**src/rtl/dma_wr.sv**
```systemverilog
// Write-direction DMA: buffers a 32-bit stream and writes it to SDRAM as Wishbone single-word cycles.
// Define DMA_WR_IRQ_EN to add the irq_o done-pulse output.
module dma_wr #(
    parameter int unsigned FIFO_DEPTH = 4
) (
    input  logic        clk,
    input  logic        rst,
    input  logic        cpu2d_stb_i,
    input  logic        cpu2d_cyc_i,
    input  logic        cpu2d_we_i,
    input  logic [3:0]  cpu2d_sel_i,
    input  logic [31:0] cpu2d_dat_i,
    input  logic [31:0] cpu2d_adr_i,
    output logic        d2cpu_ack_o,
    output logic [31:0] d2cpu_dat_o,
    input  logic        s_tvalid,
    input  logic [31:0] s_tdata,
    output logic        s_tready,
    output logic        d2srm_stb_o,
    output logic        d2srm_cyc_o,
    output logic        d2srm_we_o,
    output logic [3:0]  d2srm_sel_o,
    output logic [31:0] d2srm_adr_o,
    output logic [31:0] d2srm_dat_o,
    input  logic        srm2d_ack_i,
`ifdef DMA_WR_IRQ_EN
    output logic        busy_o,
    output logic        irq_o
`else
    output logic        busy_o
`endif
);

    localparam int unsigned AW = (FIFO_DEPTH > 2) ? $clog2(FIFO_DEPTH) : 1;
    localparam logic [AW:0] CntFull = (AW + 1)'(FIFO_DEPTH);
    localparam logic [AW:0] CntTwo  = (AW + 1)'(2);

    typedef enum logic [1:0] {
        StIdle,
        StWait,
        StWrite
    } state_e;

    state_e        state_q;
    logic [31:0]   dst_q;
    logic [31:0]   len_q;
    logic          done_q;
    logic          ack_q;
    logic [31:0]   rdata_q;
    logic [29:0]   in_cnt_q;
    logic [29:0]   out_cnt_q;
    logic [31:0]   fifo_q [FIFO_DEPTH];
    logic [AW-1:0] wr_ptr_q;
    logic [AW-1:0] rd_ptr_q;
    logic [AW:0]   count_q;
`ifdef DMA_WR_IRQ_EN
    logic          irq_q;
`endif

    logic [29:0] words;
    logic        busy;
    logic        in_write;
    logic        cpu_acc;
    logic        cpu_wr;
    logic        start;
    logic        push;
    logic        pop;
    logic        last;
    logic        done_evt;
    logic [31:0] rdata;
    logic        unused_inputs;

    assign words    = len_q[31:2];
    assign busy     = (state_q != StIdle);
    assign in_write = (state_q == StWrite);

    // Config registers only change while idle; accesses during a transfer are acked and dropped.
    assign cpu_acc = cpu2d_stb_i & cpu2d_cyc_i & ~ack_q;
    assign cpu_wr  = cpu_acc & cpu2d_we_i & ~busy;
    assign start   = cpu_wr & (cpu2d_adr_i[3:2] == 2'd2) & cpu2d_dat_i[0];

    assign s_tready = busy & (count_q != CntFull) & (in_cnt_q < words);
    assign push     = s_tvalid & s_tready;
    assign pop      = in_write & srm2d_ack_i;
    assign last     = ((out_cnt_q + 30'd1) == words);
    assign done_evt = (start & (words == '0)) | (pop & last);

    assign unused_inputs = ^{cpu2d_sel_i, cpu2d_adr_i[31:4], cpu2d_adr_i[1:0], len_q[1:0]};

    always_comb begin
        rdata = '0;
        case (cpu2d_adr_i[3:2])
            2'd0:    rdata = dst_q;
            2'd1:    rdata = len_q;
            2'd3:    rdata = {30'd0, done_q, busy};
            default: rdata = '0;
        endcase
    end

    // Storage needs no reset: the pointers and count define what is valid.
    always_ff @(posedge clk) begin
        if (push) begin
            fifo_q[wr_ptr_q] <= s_tdata;
        end
    end

    always_ff @(posedge clk) begin
        if (!rst) begin
            state_q   <= StIdle;
            dst_q     <= '0;
            len_q     <= '0;
            done_q    <= 1'b0;
            ack_q     <= 1'b0;
            rdata_q   <= '0;
            in_cnt_q  <= '0;
            out_cnt_q <= '0;
            wr_ptr_q  <= '0;
            rd_ptr_q  <= '0;
            count_q   <= '0;
`ifdef DMA_WR_IRQ_EN
            irq_q     <= 1'b0;
`endif
        end else begin
            ack_q <= cpu_acc;
            if (cpu_acc && !cpu2d_we_i) begin
                rdata_q <= rdata;
            end
            if (cpu_wr && (cpu2d_adr_i[3:2] == 2'd0)) begin
                dst_q <= cpu2d_dat_i;
            end
            if (cpu_wr && (cpu2d_adr_i[3:2] == 2'd1)) begin
                len_q <= cpu2d_dat_i;
            end

            if (push) begin
                wr_ptr_q <= wr_ptr_q + AW'(1);
                in_cnt_q <= in_cnt_q + 30'd1;
            end
            if (pop) begin
                rd_ptr_q <= rd_ptr_q + AW'(1);
            end
            if (push && !pop) begin
                count_q <= count_q + (AW + 1)'(1);
            end else if (!push && pop) begin
                count_q <= count_q - (AW + 1)'(1);
            end

            if (done_evt) begin
                done_q <= 1'b1;
            end
`ifdef DMA_WR_IRQ_EN
            irq_q <= done_evt;
`endif

            unique case (state_q)
                StIdle: begin
                    if (start && (words != '0)) begin
                        done_q    <= 1'b0;
                        in_cnt_q  <= '0;
                        out_cnt_q <= '0;
                        state_q   <= StWait;
                    end
                end
                StWait: begin
                    if (count_q != '0) begin
                        state_q <= StWrite;
                    end
                end
                StWrite: begin
                    if (srm2d_ack_i) begin
                        out_cnt_q <= out_cnt_q + 30'd1;
                        if (last) begin
                            state_q <= StIdle;
                        end else if (count_q < CntTwo) begin
                            state_q <= StWait;
                        end
                    end
                end
                default: state_q <= StIdle;
            endcase
        end
    end

    assign d2cpu_ack_o = ack_q;
    assign d2cpu_dat_o = rdata_q;

    // Address and data only change on pop, so they stay stable for the whole cycle.
    assign d2srm_stb_o = in_write;
    assign d2srm_cyc_o = in_write;
    assign d2srm_we_o  = in_write;
    assign d2srm_sel_o = in_write ? 4'hF : 4'h0;
    assign d2srm_adr_o = in_write ? (dst_q + {out_cnt_q, 2'b00}) : '0;
    assign d2srm_dat_o = in_write ? fifo_q[rd_ptr_q] : '0;

    assign busy_o = busy;
`ifdef DMA_WR_IRQ_EN
    assign irq_o = irq_q;
`endif

endmodule

```
**config.mk**
```make
export PLATFORM = sky130hd
export DESIGN_NAME = dma_wr
export DESIGN_NICKNAME = d
export VERILOG_FILES = /design/src/rtl/dma_wr.sv
export SDC_FILE = /design/constraint.sdc
export NUM_CORES = 1
export LEC_CHECK = 0
export ABC_AREA = 1
export ABC_CLOCK_PERIOD_IN_PS = 3330
export BUFFER_PORTS_ARGS = -buffer_cell sky130_fd_sc_hd__buf_2
export CORE_ASPECT_RATIO = 0.6
export CORE_MARGIN = 3
export CORE_UTILIZATION = 50
export DETAILED_ROUTE_END_ITERATION = 16
export GPL_TIMING_DRIVEN = 0
export HOLD_SLACK_MARGIN = 0.12
export PLACE_DENSITY = 0.78
export SLEW_MARGIN = 20
export SYNTH_ARGS = -nofsm -noshare
export SYNTH_HDL_FRONTEND = slang
export SYNTH_SLANG_ARGS = --single-unit
```
**constraint.sdc**
```tcl
create_clock -name clk -period 3.33 [get_ports clk]
set_input_delay 0.999 -clock clk [delete_from_list [all_inputs] [get_ports clk]]
set_output_delay 0.999 -clock clk [all_outputs]
set_load 0.1 [all_outputs]
```
* Yosys cells after proc, flatten, opt, wreduce, memory -nomap -nowiden
Memory sizes are Yosys's and may differ from the RTL's. A register that Yosys moved wholly into a read port is not among the register bits.
Index checks and enable logic that the tools add are counted.
** Storage, ports and cells
- Memories kept :: 1
- Flip-flop bits (word level) :: 167
- Word-level logic and storage cells :: 91
- Bits in writable memories :: 128
- Input port bits :: 107
** Cells by class
- Reduce and logical (&&, ||, !) cells :: 19
- Add/sub/neg operators :: 7
- Bitwise logic cells :: 15
- Muxes and demuxes :: 25
- Eq/ne operators :: 11
- $lt $le $gt $ge :: 2
** Memories
- fifo_q :: depth 4, bits a word 32, rd ports 1, clocked after memory_dff 1, write ports 1, line 52 : logic [31:0] fifo_q [FIFO_DEPTH];
** Operators by type and width (count)
- $mux W30 :: 5
- $pmux W32 S3 :: 1
- $mux W32 :: 2
- $add A30 B1 Y30 const B :: 2
- $pmux W30 S2 :: 1
- $add A32 B32 Y32 :: 1
- $eq A30 B30 Y1 :: 1
- $logic_not A30 Y1 :: 1
- $lt A30 B30 Y1 :: 1
- $reduce_bool A30 Y1 :: 1
- $mux W2 :: 7
- $and A1 B1 Y1 :: 12
- $eq A2 B2 Y1 const B :: 3
- $logic_and A1 B1 Y1 :: 6
- $mux W3 :: 2
- $ne A2 B2 Y1 const B :: 3
- $pmux W2 S3 :: 1
- $reduce_bool A2 Y1 :: 3
- $mux W1 :: 5
- $add A2 B1 Y2 const B :: 2
- $eq A2 B1 Y1 const B :: 2
- $logic_not A2 Y1 :: 2
- $mux W4 :: 1
- $reduce_and A4 Y1 :: 1
- other kinds (10) :: 13

* Depth between registers and ports, before layout
- Word-level depth :: 11
- Mapped depth :: 20
- Depth with buffers taken out :: 19

* Least setup slack after synthesis
OpenSTA, ideal clock, no wires.
- Path kind :: register to output
- Start point :: reg state_q[1]
- End point :: out d2srm_adr_o[19]
- Buffers on the path :: 1
- Path slack :: -1.219 ns
- Arrival :: 3.550 ns
- Cell stages (with the launch flop) :: 6
- Data required time :: 2.331 ns
- Cells stage by stage :: dfxtp_1 inv_1 nor2_1 clkbuf_1 o21ai_0 a21oi_1
** Between the ends
- Cells in the longest elaborated chain, start to end :: 2
** RTL lines
- from (decl) :: line 44 : state_e state_q;
- from (signal assigned) :: line 109 : state_q <= StIdle;
- from (signal assigned) :: line 161 : state_q <= StWait;
- from (signal assigned) :: line 166 : state_q <= StWrite;
- $eq A2 B2 Y1 :: line 75 : assign in_write = (state_q == StWrite);
- net d2srm_cyc_o :: line 20 : output logic d2srm_cyc_o,
- $mux W32 :: line 192 : assign d2srm_adr_o = in_write ? (dst_q + {out_cnt_q, 2'b00}) : '0;
- to (decl) :: line 23 : output logic [31:0] d2srm_adr_o,
The timed path passes the listed nets, and every way through them passes these cells.

* Worst setup path after layout
- Start point :: reg out_cnt_q[13]
- End point :: out d2srm_adr_o[28]
** Between the ends
- Cells in the longest elaborated chain, start to end :: 2
** RTL lines
- from (decl) :: line 51 : logic [29:0] out_cnt_q;
- from (signal assigned) :: line 171 : out_cnt_q <= out_cnt_q + 30'd1;
- $add A32 B32 Y32 :: line 192
- $mux W32 :: line 192
No other way between the ends.

==> impl_metrics.json <==
{
  "cap_violations": 0,
  "drc": 0,
  "p_int_uw": 6880,
  "status": "finished with violations",
  "ys_top_cells_by_area": "edfxtp_1, dfxtp_1, nor2_1, nand2_1, a21oi_1",
  "postSynthCellCount": 2047,
  "hold_slack_ns": 0.479,
  "clock_latency_ns": 0.58,
  "comb_power_share_pct": 30.1,
  "cp_max_fo": 7,
  "io_pins": 213,
  "post-route-util_pct": 68.1,
  "syn-num-nets": 2221,
  "start_kind": "flip-flop",
  "syn_to_final_growth_pct": 31.7,
  "layout.cells.non_filler": 2751,
  "final-hold-violation-count": 0,
  "finalWirelength_mm": 57.5,
  "p_clk_share_pct": 32.6,
  "overflow": 0,
  "first_global_vias": 14900,
  "rsz0062_at_grt": "yes",
  "die_area_um2": 33800,
  "grt_usage_pct": 32.1,
  "antenna_found_initial": 5,
  "slew_headroom_pct": 32.8,
  "drtPass1Iterations": 7,
  "drv_slew": 0,
  "seqPwrFrac_pct": 37.3,
  "placedCellCount": 2635,
  "hpwl_mm": 40.6,
  "hold_buffers": 0,
  "fin_crit_ns": 4.08,
  "async_reset_ff_share_pct": 0,
  "dpl_cell_area_um2": 17700,
  "numClockSinks": 297,
  "gp_congestion": 1.02,
  "wl_met2_mm": 23.0,
  "syn_area_um2": 15800,
  "leakage_uw": 0.00797,
  "coreArea_um2": 30500,
  "final_common_cell": "nor2_1",
  "fmax_mhz": 245,
  "portBuffers": 178,
  "cts_tree": "yes",
  "synth_top_area_share_pct": 24.3,
  "worstPathRequired_ns": 2.33,
  "ys_seq_elements": 297,
  "die_y_um": 144,
  "yosys_most_used_dff": "dfxtp_1",
  "synth-edff-count": 128,
  "wl_per_cell_um": 20.9,
  "multi_input_area_um2": 8830,
  "final_cell_mix": "nor2_1, nand2_1, o21ai_0",
  "fin_worst_skew_ns": 0.0217,
  "wl_met3_mm": 7.77,
  "grt_pass1_wl_mm": 85.0,
  "synth.avg_cell_area_um2": 7.72,
  "min_period_over_period_pct": 123,
  "num-fill-cells": 2366,
  "yosysUniqueCellTypes": 44,
  "arrival_ns": 3.08,
  "critPathKind": "reg -> out",
  "tightest_slew_ns": 1.01,
  "grt_max_degree": 20,
  "die_x_um": 235,
  "cts.htree.levels": 1,
  "seq_area_frac_synth_pct": 45.7,
  "ir_worst_vdd_uv": 545,
  "cts_buffer_depth": 3,
  "setup_ws_ns": -0.750,
  "fin_area_um2": 20800,
  "drt_iter0_drc": 2284,
  "ff_latch_area_um2": 7330,
  "p_sw_uw": 4160,
  "numCtsBuffers": 28,
  "antenna_left": 0,
  "highest_layer": "met4",
  "start_util_pct": 51.7,
  "row_count": 49,
  "clk_pin_slew_worst_paths_ns": 0.07,
  "final_nets": 2489,
  "wl_met1_mm": 25.1,
  "num_vias": 16300,
  "hp-class": "reg -> reg",
  "synth_largest_area_cell": "edfxtp_1",
  "setup_viol": 24,
  "violations": "setup timing",
  "pwr_density_cell_nw_per_um2": 531,
  "via_per_inst": 5.93,
  "p_sw_share_pct": 37.7,
  "clock-root-buffer": "clkbuf_16",
  "yosysWarningCount": 0,
  "end_kind": "output port",
  "drive_gt1_share_pct": 26.8
}
[cell families (layout without fill, tap and decap cells)]
| logic type | after synthesis | after routing | share of synthesized area [%] |
|---|---|---|---|
| buf+inv | 271 | 559 | 6.65 |
| other cells | 0 | 6 | 0 |
| compound gates | 512 | 512 | 16.9 |
| flops | 297 | 297 | 45.7 |
| xor+xnor | 37 | 37 | 2.23 |
| fa+ha+maj | 67 | 67 | 5.40 |
| simple gates | 863 | 865 | 23.0 |
[cell usage after synthesis (4+ instances only)]
master,n
o21ai_0,219
nand4_1,29
or2_2,4
o21bai_1,5
o221ai_1,6
buf_1,7
nand3b_1,4
nor2_2,9
xor2_1,26
inv_2,5
nand2_2,7
xnor2_1,9
a21oi_1,236
o22ai_1,30
edfxtp_1,128
and2_1,4
nor2_1,338
buf_2,6
nor2_4,8
clkbuf_1,64
nor4_1,13
inv_1,179
ha_1,65
nand3_1,91
buf_4,7
nor3_1,19
dfxtp_1,169
nand2_1,333
[stage by stage]
step	setup TNS, ns	power [µW]	worst slack, ns
after floorplan	-7.24	6380	-0.189
after global placement	-93.89	7040	-0.986
after detailed placement	-48.61	7110	-0.642
after CTS	-9.17	10900	-0.714
after global routing	-13.66	11400	-0.825
final	-12.02	11000	-0.750
[critical path, stage by stage (launching register included)]
cell,delay (ns)
dfxtp_1,0.47
ha_1,0.38
a21oi_1,0.21
inv_1,0.12
a31oi_2,0.23
o21ai_1,0.18
a21oi_4,0.20
o21ai_4,0.10
a21oi_2,0.18
xor2_2,0.20
nor2_4,0.06
buf_12,0.17
[metal layers]
| layer | track usage (%) | vias to the layer above |
|---|---|---|
| met1 | 48.8 | 7641 |
| met3 | 8.53 | 145 |
| li1 | - | 7471 |
| met2 | 45.2 | 1055 |
| met5 | 0 | - |
| met4 | 8.28 | 0 |
[layout make-up]
type                            count  area share (%)
Clock buffer                       36            3.56
Multi-Input combinational cell   1481            42.4
Tap cell                          408            2.45
Clock inverter                     16            1.32
Antenna cell                        6          0.0722
Sequential cell                   297            35.2
Inverter                          187            3.47
Buffer                             81            1.78
Timing Repair Buffer              239            9.67
[flip-flops by register name (all words and copies together) (netlist names), named ones only]
| signal | count |
|---|---|
| d2cpu_dat_o | 32 |
| wr_ptr_q | 2 |
| d2cpu_ack_o | 1 |
| count_q | 3 |
| rd_ptr_q | 2 |
| len_q | 32 |
| state_q | 2 |
| done_q | 1 |
| out_cnt_q | 30 |
| dst_q | 32 |
| in_cnt_q | 30 |
| fifo_q | 128 |
[final timing paths]
check                 from         endpoint  slack, ns  cells past startpoint
min reg2reg       len_q[0]         len_q[0]       0.48                      2
max reg2reg       len_q[3]    out_cnt_q[19]       0.11                     10
min               len_q[0]         len_q[0]       0.48                      2
max          out_cnt_q[13]  d2srm_adr_o[28]      -0.75                     11
[power by group through the flow]
stage | sequential, µW | clock, µW | combinational [µW]
final | 4120 | 3600 | 3330
after global routing | 4130 | 3760 | 3470
after CTS | 4110 | 3580 | 3170
after detailed placement | 4190 | 0 | 2920
after global placement | 4180 | 0 | 2860
after floorplan | 4280 | 0 | 2090
[timing repair]
action / 4_1_cts / 5_1_grt
pin swaps: 42 / 38
setup endpoints to repair: 203 / 145
gates resized for setup: 371 / 102
buffers inserted: 41 / 21
cloned: 2 / 0
endpoints found under the hold margin: 0 / 0
Note: power is estimated with default switching activity, not from simulation.
